`src/rtl/se_arb_pkg.sv`:
```
// Shared types and default widths for the SE request arbiter and its tag FIFO.
package se_arb_pkg;

   localparam int DEF_INST_W = 8;
   localparam int DEF_DATA_W = 128;
   localparam int DEF_TS_W   = 16;

   typedef logic req_id_t;

   // Stamp is sized for the widest supported timestamp; narrower TS_W uses the low bits.
   typedef struct packed {
      req_id_t               id;
      logic [DEF_TS_W-1:0]   stamp;
   } tag_t;

endpackage

```
`src/rtl/se_tag_fifo.sv`:
```
// Synchronous DEPTH-entry FIFO holding in-flight SE transaction tags.
module se_tag_fifo #(
   parameter int WIDTH = 17,
   parameter int DEPTH = 4
) (
   input  logic                     clk_i,
   input  logic                     rst_i,
   input  logic                     push_i,
   input  logic [WIDTH-1:0]         din_i,
   input  logic                     pop_i,
   output logic [WIDTH-1:0]         dout_o,
   output logic                     full_o,
   output logic                     empty_o,
   output logic [$clog2(DEPTH):0]   count_o
);

   localparam int PTR_W = $clog2(DEPTH);
   localparam int CNT_W = PTR_W + 1;

   logic [WIDTH-1:0] mem_q [DEPTH];
   logic [PTR_W-1:0] wr_q, wr_d;
   logic [PTR_W-1:0] rd_q, rd_d;
   logic [CNT_W-1:0] cnt_q, cnt_d;
   logic             do_push, do_pop;

   always_comb begin
      full_o  = (cnt_q == CNT_W'(DEPTH));
      empty_o = (cnt_q == '0);
      // A full FIFO refuses a push even when a pop frees a slot this cycle.
      do_push = push_i && !full_o;
      do_pop  = pop_i && !empty_o;
      wr_d    = do_push ? wr_q + PTR_W'(1) : wr_q;
      rd_d    = do_pop ? rd_q + PTR_W'(1) : rd_q;
      cnt_d   = cnt_q;
      case ({do_push, do_pop})
         2'b10:   cnt_d = cnt_q + CNT_W'(1);
         2'b01:   cnt_d = cnt_q - CNT_W'(1);
         default: cnt_d = cnt_q;
      endcase
   end

   always_ff @(posedge clk_i) begin
      if (rst_i) begin
         wr_q  <= '0;
         rd_q  <= '0;
         cnt_q <= '0;
      end else begin
         wr_q  <= wr_d;
         rd_q  <= rd_d;
         cnt_q <= cnt_d;
      end
   end

   always_ff @(posedge clk_i) begin
      if (do_push) mem_q[wr_q] <= din_i;
   end

   assign dout_o  = mem_q[rd_q];
   assign count_o = cnt_q;

endmodule

```
`src/rtl/se_req_arbiter.sv`:
```
// Round-robin front end sharing one SE instance between two requesters.
// An in-order tag FIFO steers results home and timestamps each transaction.
module se_req_arbiter
   import se_arb_pkg::*;
#(
   parameter int INST_W = DEF_INST_W,
   parameter int DATA_W = DEF_DATA_W,
   parameter int DEPTH  = 4,
   parameter int TS_W   = DEF_TS_W
) (
   input  logic                     clock,
   input  logic                     reset,
   input  logic [INST_W-1:0]        rq0_inst,
   input  logic [DATA_W-1:0]        rq0_op1,
   input  logic [DATA_W-1:0]        rq0_op2,
   input  logic [DATA_W-1:0]        rq0_cond,
   input  logic                     rq0_valid,
   output logic                     rq0_ready,
   input  logic [INST_W-1:0]        rq1_inst,
   input  logic [DATA_W-1:0]        rq1_op1,
   input  logic [DATA_W-1:0]        rq1_op2,
   input  logic [DATA_W-1:0]        rq1_cond,
   input  logic                     rq1_valid,
   output logic                     rq1_ready,
   output logic [DATA_W-1:0]        rs0_result,
   output logic                     rs0_valid,
   input  logic                     rs0_ready,
   output logic [DATA_W-1:0]        rs1_result,
   output logic                     rs1_valid,
   input  logic                     rs1_ready,
   output logic [INST_W-1:0]        se_inst,
   output logic [DATA_W-1:0]        se_op1,
   output logic [DATA_W-1:0]        se_op2,
   output logic [DATA_W-1:0]        se_cond,
   output logic                     se_valid,
   input  logic                     se_ready,
   input  logic [DATA_W-1:0]        se_result,
   input  logic                     se_out_valid,
   output logic                     se_out_ready,
   output logic [$clog2(DEPTH):0]   outstanding,
   output logic [TS_W-1:0]          last_latency,
   output logic [TS_W-1:0]          max_latency,
   output logic                     err_spurious
);

   logic [TS_W-1:0] ts_q, ts_d;
   logic [TS_W-1:0] last_q, last_d;
   logic [TS_W-1:0] max_q, max_d;
   logic [TS_W-1:0] lat;
   req_id_t         ptr_q, ptr_d;
   req_id_t         gnt;
   logic            err_q, err_d;
   logic            full, empty, issue, pop, head_rdy;
   tag_t            push_tag, head_tag;

   always_comb begin
      gnt       = (rq0_valid && rq1_valid) ? ptr_q : rq1_valid;
      se_valid  = !reset && (rq0_valid || rq1_valid) && !full;
      issue     = se_valid && se_ready;
      rq0_ready = issue && (gnt == 1'b0);
      rq1_ready = issue && (gnt == 1'b1);
      se_inst   = gnt ? rq1_inst : rq0_inst;
      se_op1    = gnt ? rq1_op1  : rq0_op1;
      se_op2    = gnt ? rq1_op2  : rq0_op2;
      se_cond   = gnt ? rq1_cond : rq0_cond;
      ptr_d     = (issue && (gnt == ptr_q)) ? ~ptr_q : ptr_q;
      push_tag.id    = gnt;
      push_tag.stamp = DEF_TS_W'(ts_q);
   end

   // With nothing outstanding the SE result is drained and flagged as spurious.
   always_comb begin
      head_rdy     = head_tag.id ? rs1_ready : rs0_ready;
      se_out_ready = !reset && (empty || head_rdy);
      rs0_valid    = !reset && se_out_valid && !empty && (head_tag.id == 1'b0);
      rs1_valid    = !reset && se_out_valid && !empty && (head_tag.id == 1'b1);
      rs0_result   = se_result;
      rs1_result   = se_result;
      pop          = se_out_valid && se_out_ready && !empty;
   end

   always_comb begin
      ts_d   = ts_q + TS_W'(1);
      lat    = ts_q - TS_W'(head_tag.stamp);
      last_d = last_q;
      max_d  = max_q;
      err_d  = err_q;
      if (pop) begin
         last_d = lat;
         if (lat > max_q) max_d = lat;
      end
      if (se_out_valid && empty) err_d = 1'b1;
   end

   always_ff @(posedge clock) begin
      if (reset) begin
         ts_q   <= '0;
         ptr_q  <= 1'b0;
         last_q <= '0;
         max_q  <= '0;
         err_q  <= 1'b0;
      end else begin
         ts_q   <= ts_d;
         ptr_q  <= ptr_d;
         last_q <= last_d;
         max_q  <= max_d;
         err_q  <= err_d;
      end
   end

   se_tag_fifo #(
      .WIDTH ($bits(tag_t)),
      .DEPTH (DEPTH)
   ) u_tag_fifo (
      .clk_i   (clock),
      .rst_i   (reset),
      .push_i  (issue),
      .din_i   (push_tag),
      .pop_i   (pop),
      .dout_o  (head_tag),
      .full_o  (full),
      .empty_o (empty),
      .count_o (outstanding)
   );

   assign last_latency = last_q;
   assign max_latency  = max_q;
   assign err_spurious = err_q;

endmodule

```
`config.mk`:
```
export PLATFORM = sky130hd
export DESIGN_NAME = se_req_arbiter
export DESIGN_NICKNAME = d
export VERILOG_FILES = /design/src/rtl/se_arb_pkg.sv /design/src/rtl/se_tag_fifo.sv /design/src/rtl/se_req_arbiter.sv
export SDC_FILE = /design/constraint.sdc
export NUM_CORES = 1
export LEC_CHECK = 0
export ABC_AREA = 1
export CELL_PAD_IN_SITES_DETAIL_PLACEMENT = 0
export CELL_PAD_IN_SITES_GLOBAL_PLACEMENT = 1
export CORE_AREA = 2 2 623 625
export CTS_CLUSTER_DIAMETER = 30
export DETAILED_ROUTE_END_ITERATION = 8
export DIE_AREA = 0 0 625 627
export GPL_ROUTABILITY_DRIVEN = 0
export PLACE_DENSITY = 0.3
export SKIP_CTS_REPAIR_TIMING = 1
export SLEW_MARGIN = 20
export SYNTH_ARGS = -nofsm -noshare
export SYNTH_HDL_FRONTEND = slang
export SYNTH_SLANG_ARGS = --single-unit
export TNS_END_PERCENT = 20
```
`constraint.sdc`:
```
create_clock -name clock -period 3.9 [get_ports clock]
set_input_delay 0.39 -clock clock [delete_from_list [all_inputs] [get_ports clock]]
set_output_delay 0.39 -clock clock [all_outputs]
set_load 0.005 [all_outputs]
```
==> run_results.csv, run 1 <==
group,metric,value,unit
setup_path,worstPathArrival,3.98,ns
timing,hold_violations,0,
floorplanning,rows,228,
setup_path,reg2reg_to,"max_latency[3]$_SDFFE_PP0P_",
layout,nFillCells,44900,
cts,clock_latency,0.44,ns
detailed_routing,drc_errors,0,
cts,cts_max_path_buffers,2,
logic_synthesis,ys_ff_latch,127,
hold_path,hold_path_class,"reg -> reg",
setup_path,worstSetupPathType,"reg -> reg",
setup_path,critPathRequiredTime,4.23,ns
power,p_per_area,234,mW/mm^2
hold_path,holdPathEnd,"err_spurious$_SDFFE_PP0P_",
setup_path,crit_path_end_kind,"register",
timing,drv_slew,0,
layout,multi_input_area,0.00716,sq mm
setup_path,reg2regPathDepth,25,
setup_path,worst_path_max_delay_cell,"fa_2",
layout,fin_nets,4199,
logic_synthesis,synthesis.nets,3230,
hold_path,min_path_cells,2,
floorplanning,io-pin-count,1610,
detailed_routing,avgViaCountPerCell,2.21,
job,drv_cap,0,
grt,antenna_found_initial,56,
logic_synthesis,synth_cell_type_count,35,
timing,setup_ws,0.248,ns
detailed_routing,drt-total-wl,240000,um
cts,clkSinkCount,127,
layout,layout-drive-gt1-share,11.6,%
floorplanning,dieArea,0.392,sq mm
layout,register_area,0.00323,sq mm
grt,grt_use_total,11.7,%
detailed_routing,drtIter0Drc,910,
grt,grt_max_degree,85,
layout,area_growth_syn_to_layout,153,%
setup_path,path_max_fanout,6,
cts,cts_tree,"built",
logic_synthesis,yosys_warnings,0,
floorplanning,die_h,627,um
setup_path,worst_path_largest_cell_delay,0.37,ns
timing,relSlewSlack,44.9,%
timing,fin_crit_sh,93.6,%
timing,fin_skew,0.0152,ns
grt,grt_overflow,0,
logic_synthesis,synth.cell_area,0.0130,sq mm
detailed_routing,vias,18400,
detailed_routing,drt_pass1_iterations,5,
power,p_leak,12.9,nW
timing,tns,0,ns
cts,cts.htree.levels,4,
detailed_routing,wire_per_inst,28.9,um
cts,numCtsBuffers,17,
setup_path,r2r_setup_slack,0.25,ns
hold_path,min_from,"err_spurious$_SDFFE_PP0P_",
floorplanning,core_area,0.385,sq mm
timing,fmax,274,MHz
floorplanning,start_util,3.38,%
floorplanning,die_width,625,um
power,peakVddDrop,0.294,mV
cts,root_buffer,"clkbuf_16",
logic_synthesis,synth_cells,2270,
placed_design,pre_cts_ws,-0.147,ns
timing,setup_viol,0,
logic_synthesis,synth.avg_cell_area,5.73,sq um
outcome,status,"completed",
grt,grt_pass1_wl,280000,um
placed_design,dp_hpwl,227000,um
setup_path,start_kind,"register",
grt,grt_pass1_vias,19000,
placed_design,port_buffers,1225,
cts,path_clk_slew,0.06,ns
detailed_routing,drtAntennaViolNets,0,
timing,period_minus_slack,3.65,ns
logic_synthesis,yosysSeqAreaShare,24.8,%
timing,worst_pin_slew,0.821,ns
setup_path,crit_top_cell,"nand2_1",
synth_stat cells, drive strengths merged:
master | number | area share, %
nor3b | 2 | 0.12
a21oi | 59 | 2.3
buf | 270 | 15
inv | 102 | 3.0
xor2 | 3 | 0.20
nand2 | 1396 | 40
fa | 2 | 0.31
a32o | 14 | 1.1
clkbuf | 95 | 2.7
nor2 | 62 | 1.9
nand3b | 4 | 0.23
xnor2 | 2 | 0.13
nand3 | 50 | 2.1
edfxtp | 68 | 16
nor3 | 10 | 0.42
and2 | 1 | 0.048
o21ai | 27 | 1.0
nand4 | 2 | 0.096
o22ai | 1 | 0.048
or2 | 1 | 0.048
dfxtp | 59 | 9.1
ha | 38 | 3.7
a211oi | 1 | 0.058
o21bai | 1 | 0.058
cell type report:
cell class | instances | area share, %
antenna | 14 | 0.106
multi-input combinational | 1676 | 21.7
inverter | 102 | 1.19
clock inverter | 15 | 0.615
tap | 5060 | 19.2
timing repair buffer | 1315 | 46.1
sequential | 127 | 9.79
clock buffer | 17 | 1.29
sequential cells by signal (all words and copies together) (netlist names), named ones only:
| signal | cells |
|---|---|
| err_spurious | 1 |
| last_latency | 16 |
| max_latency | 16 |
| ptr_q | 1 |
| ts_q | 16 |
| u_tag_fifo.count_o | 3 |
| u_tag_fifo.mem_q | 68 |
| u_tag_fifo.rd_q | 2 |
| u_tag_fifo.wr_q | 2 |
metal layers:
metal  wire length (um)  up-vias  track usage (%)  share of wire (%)
li1                   -     8652                -                  -
met1              78300     8398             11.0                 33
met2             116000     1078             19.9                 48
met3              39700      196             8.99                 17
met4               6060       46             2.96                2.5
met5                294        -                0               0.12
worst max-delay path: cells and delay by family, from the launching register on:
| family | cells | cell delay, ns |
|---|---|---|
| simple gates | 12 | 1.02 |
| compound gates | 4 | 0.62 |
| flops | 1 | 0.32 |
| buf+inv | 6 | 0.70 |
| fa+ha+maj | 3 | 0.86 |
metrics by stage:
step           instance area, sq um  total power (W)  cells  hold WS [ns]  util (%)
2_1_floorplan                 13000          0.00245   2270         0.433         -
3_3_place_gp                  32100          0.00617   8278         0.454      8.35
3_5_place_dp                  32100          0.00615   8278         0.462      8.35
4_1_cts                       32800          0.00799   8310         0.475      8.51
5_1_grt                       33000          0.00817   8322         0.498      8.57
6_report                      33000          0.00772   8326         0.466      8.57
power by group:
part	switching (W)	leakage [nW]	internal, W	total, W
clock network	0.000706	0.307	0.00108	0.00179
registers	0.0000255	1.10	0.00143	0.00146
logic	0.00239	11.5	0.00208	0.00447
placed cells by master, fill, tap and decap left out, types with 18 or more instances in the layout:
cell type | Yosys | final
inv_1 | 99 | 98
o21ai_0 | 27 | 27
dfxtp_1 | 59 | 58
clkbuf_16 | 0 | 18
ha_1 | 38 | 36
a21oi_1 | 59 | 52
clkdlybuf4s50_1 | 0 | 1005
edfxtp_1 | 68 | 68
nor2_1 | 61 | 59
nand2_1 | 1394 | 1386
buf_4 | 256 | 83
nand3_1 | 47 | 46
buf_12 | 0 | 222
logic make-up (layout without fill, tap and decap cells):
family	count (synthesis)	in the layout	share of synthesized area [%]
compound gates	103	103	4.55
xor+xnor	5	5	0.337
fa+ha+maj	40	40	3.96
buf+inv	467	1449	21.0
flops	127	127	24.8
other cells	0	14	0
simple gates	1528	1528	45.3
worst max path at each step:
stage	from	to	cells after the start
floorplan	register	max_latency[8]$_SDFFE_PP0P_	27
global placement	register	max_latency[8]$_SDFFE_PP0P_	23
detailed placement	register	max_latency[5]$_SDFFE_PP0P_	23
CTS	register	max_latency[5]$_SDFFE_PP0P_	23
global route	register	max_latency[3]$_SDFFE_PP0P_	25
finish	register	max_latency[3]$_SDFFE_PP0P_	25
Power figures use the tool's default switching activity.
==> run 2, diff against run 1 <==
Settings changed: CORE_AREA 2 2 623 625 to 2 2 620 622, DIE_AREA 0 0 625 627 to 0 0 622 624.
Clock period 3.9 ns to 4 ns, I/O delays scaled along.
==> run 2 against run 1 <==
Compared with the run above: combinational power decreased by 4%; largest power group unchanged; largest cell class unchanged; highest routed layer unchanged; first-iteration DRC count is 19% higher; total power decreased by 5.1%; setup slack got worse by 0.091 ns.
==> run_results.csv, run 2 (synthesized netlist as in run 1, its figures left out) <==
group,metric,value,unit
outcome,status,"completed",
detailed_routing,drc_errors,0,
layout,top_register,"u_tag_fifo.mem_q",
grt,grt_overflow,0,
timing,fin_crit_sh,96.1,%
setup_path,start_kind,"primary input",
placed_design,port_buffers,1225,
floorplanning,io-pin-count,1610,
timing,relSlewSlack,26.3,%
layout,final_cell_mix,"nand2_1, clkdlybuf4s50_1, buf_12, buf_4, inv_1",
setup_path,r2r_setup_slack,0.34,ns
layout,fin_nets,4201,
cts,cts.htree.levels,4,
timing,hold_violations,0,
layout,area_growth_syn_to_layout,149,%
grt,grt_max_degree,107,
detailed_routing,drt-total-wl,245000,um
setup_path,path_max_fanout,57,
setup_path,critPathRequiredTime,3.60,ns
setup_path,crit_top_cell,"nand2_1",
grt,grt.busiest_layer,"met2",
layout,utilization,8.51,%
cts,root_buffer,"clkbuf_16",
grt,grt_pass1_vias,19500,
grt,met3_usage,8.34,%
setup_path,reg2regPathDepth,22,
power,p_leak,12.7,nW
timing,timing.hold.ws,0.470,ns
timing,worst_pin_slew,1.10,ns
timing,fin_skew,0.00849,ns
grt,grt_use_met1,11.6,%
grt,grt_pass1_wl,288000,um
setup_path,worst_path_largest_cell_delay,0.68,ns
setup_path,worst_path_max_delay_cell,"clkdlybuf4s50_1",
detailed_routing,drtIter0Drc,1080,
layout,largest_reg_flops,68,
floorplanning,start_util,3.41,%
power,peakVddDrop,0.266,mV
floorplanning,rows,227,
layout,nFillCells,44800,
timing,period_minus_slack,3.84,ns
setup_path,path_cells,"clkdlybuf4s50_1 -> nand2_1 -> nand2_4 -> buf_12 -> buf_4 -> nand2_1 -> nand2_1 -> clkdlybuf4s50_1",
floorplanning,die_width,622,um
layout,layout-drive-gt1-share,10.9,%
job,drv_cap,0,
cts,clock_latency,0.44,ns
grt,grt_use_total,12.1,%
timing,fmax,260,MHz
placed_design,dp_hpwl,229000,um
detailed_routing,avgViaCountPerCell,2.24,
layout,multi_input_area,0.00708,sq mm
floorplanning,dieArea,0.388,sq mm
detailed_routing,drtAntennaViolNets,0,
detailed_routing,wire_per_inst,29.4,um
timing,setup_viol,0,
layout,register_area,0.00322,sq mm
cts,path_clk_slew,0.06,ns
hold_path,hold_path_class,"reg -> reg",
timing,drv_slew,0,
cts,cts_max_path_buffers,2,
detailed_routing,vias,18600,
cts,cts_tree,"built",
floorplanning,core_area,0.381,sq mm
power,p_per_area,226,mW/mm^2
cts,numCtsBuffers,17,
floorplanning,die_h,624,um
setup_path,worstSetupPathType,"in -> out",
grt,use_met2,21.2,%
layout,final_common_cell,"nand2_1",
placed_design,placed_area,0.0318,sq mm
detailed_routing,drt_pass1_iterations,5,
hold_path,min_path_cells,2,
cts,clkSinkCount,127,
layout,fin_area,0.0324,sq mm
setup_path,crit_path_end_kind,"primary output",
grt,antenna_found_initial,73,
setup_path,worstPathArrival,3.44,ns
[run 2: changes by cell type in the layout (fill, tap and decap cells not counted), moves of 3 or more]
cell / before / now
buf_4: 83 / 117
buf_12: 222 / 191
nand2_1: 1386 / 1393
nand2_2: 8 / 1
a21oi_1: 52 / 58
a21oi_2: 6 / 1
clkdlybuf4s50_1: 1005 / 1009
buf_6: 3 / 0
inv_6: 7 / 4
[run 2: final timing paths]
| path | start | endpoint |
|---|---|---|
| hold / removal | last_latency[14]$_SDFFE_PP0P_ | last_latency[14]$_SDFFE_PP0P_ |
| hold reg to reg | last_latency[14]$_SDFFE_PP0P_ | last_latency[14]$_SDFFE_PP0P_ |
| setup / recovery | rq0_valid | se_cond[113] |
| setup reg to reg | register | max_latency[2]$_SDFFE_PP0P_ |
[run 2: worst max-delay path, delay by kind of cell]
family / cells / cell delay [ns]
simple gates: 4 / 0.84
buf+inv: 4 / 2.08
[run 2: report_power, final]
group          leakage (nW)  switching, W  internal (W)
clock                 0.283      0.000695      0.000932
sequential             1.10     0.0000231       0.00140
combinational          11.3       0.00232       0.00196
[run 2: cell type report]
class,instances,share of cell area (%)
diodes,13,0.100
clock buffers,18,1.32
clock inverters,14,0.490
inverters,102,1.23
multi-input cells,1676,21.8
flip-flops and latches,127,9.94
well taps,5038,19.4
repair buffers,1317,45.6
[run 2: stage by stage]
stage          power [W]  setup slack, ns  std cells  TNS [ns]
2_1_floorplan    0.00239            0.146       2270         0
3_3_place_gp     0.00595          -0.0590       8260   -0.0824
6_report         0.00733            0.157       8305         0
3_5_place_dp     0.00594          -0.0101       8260   -0.0101
5_1_grt          0.00778         -0.00329       8300  -0.00499
4_1_cts          0.00762          -0.0195       8292   -0.0195
[run 2: layer usage]
| metal | vias up | routed length, um | share of wire [%] |
|---|---|---|---|
| li1 | 8634 | - | - |
| met4 | 18 | 5990 | 2.4 |
| met1 | 8641 | 81300 | 33 |
| met5 | - | 145 | 0.059 |
| met3 | 248 | 36800 | 15 |
| met2 | 1091 | 120000 | 49 |
==> run 3, diff against run 2 <==
Settings changed: CAP_MARGIN from default to 20.
==> results of run 3 <==
Final layout, timing and power as in run 2 (identical DEF).
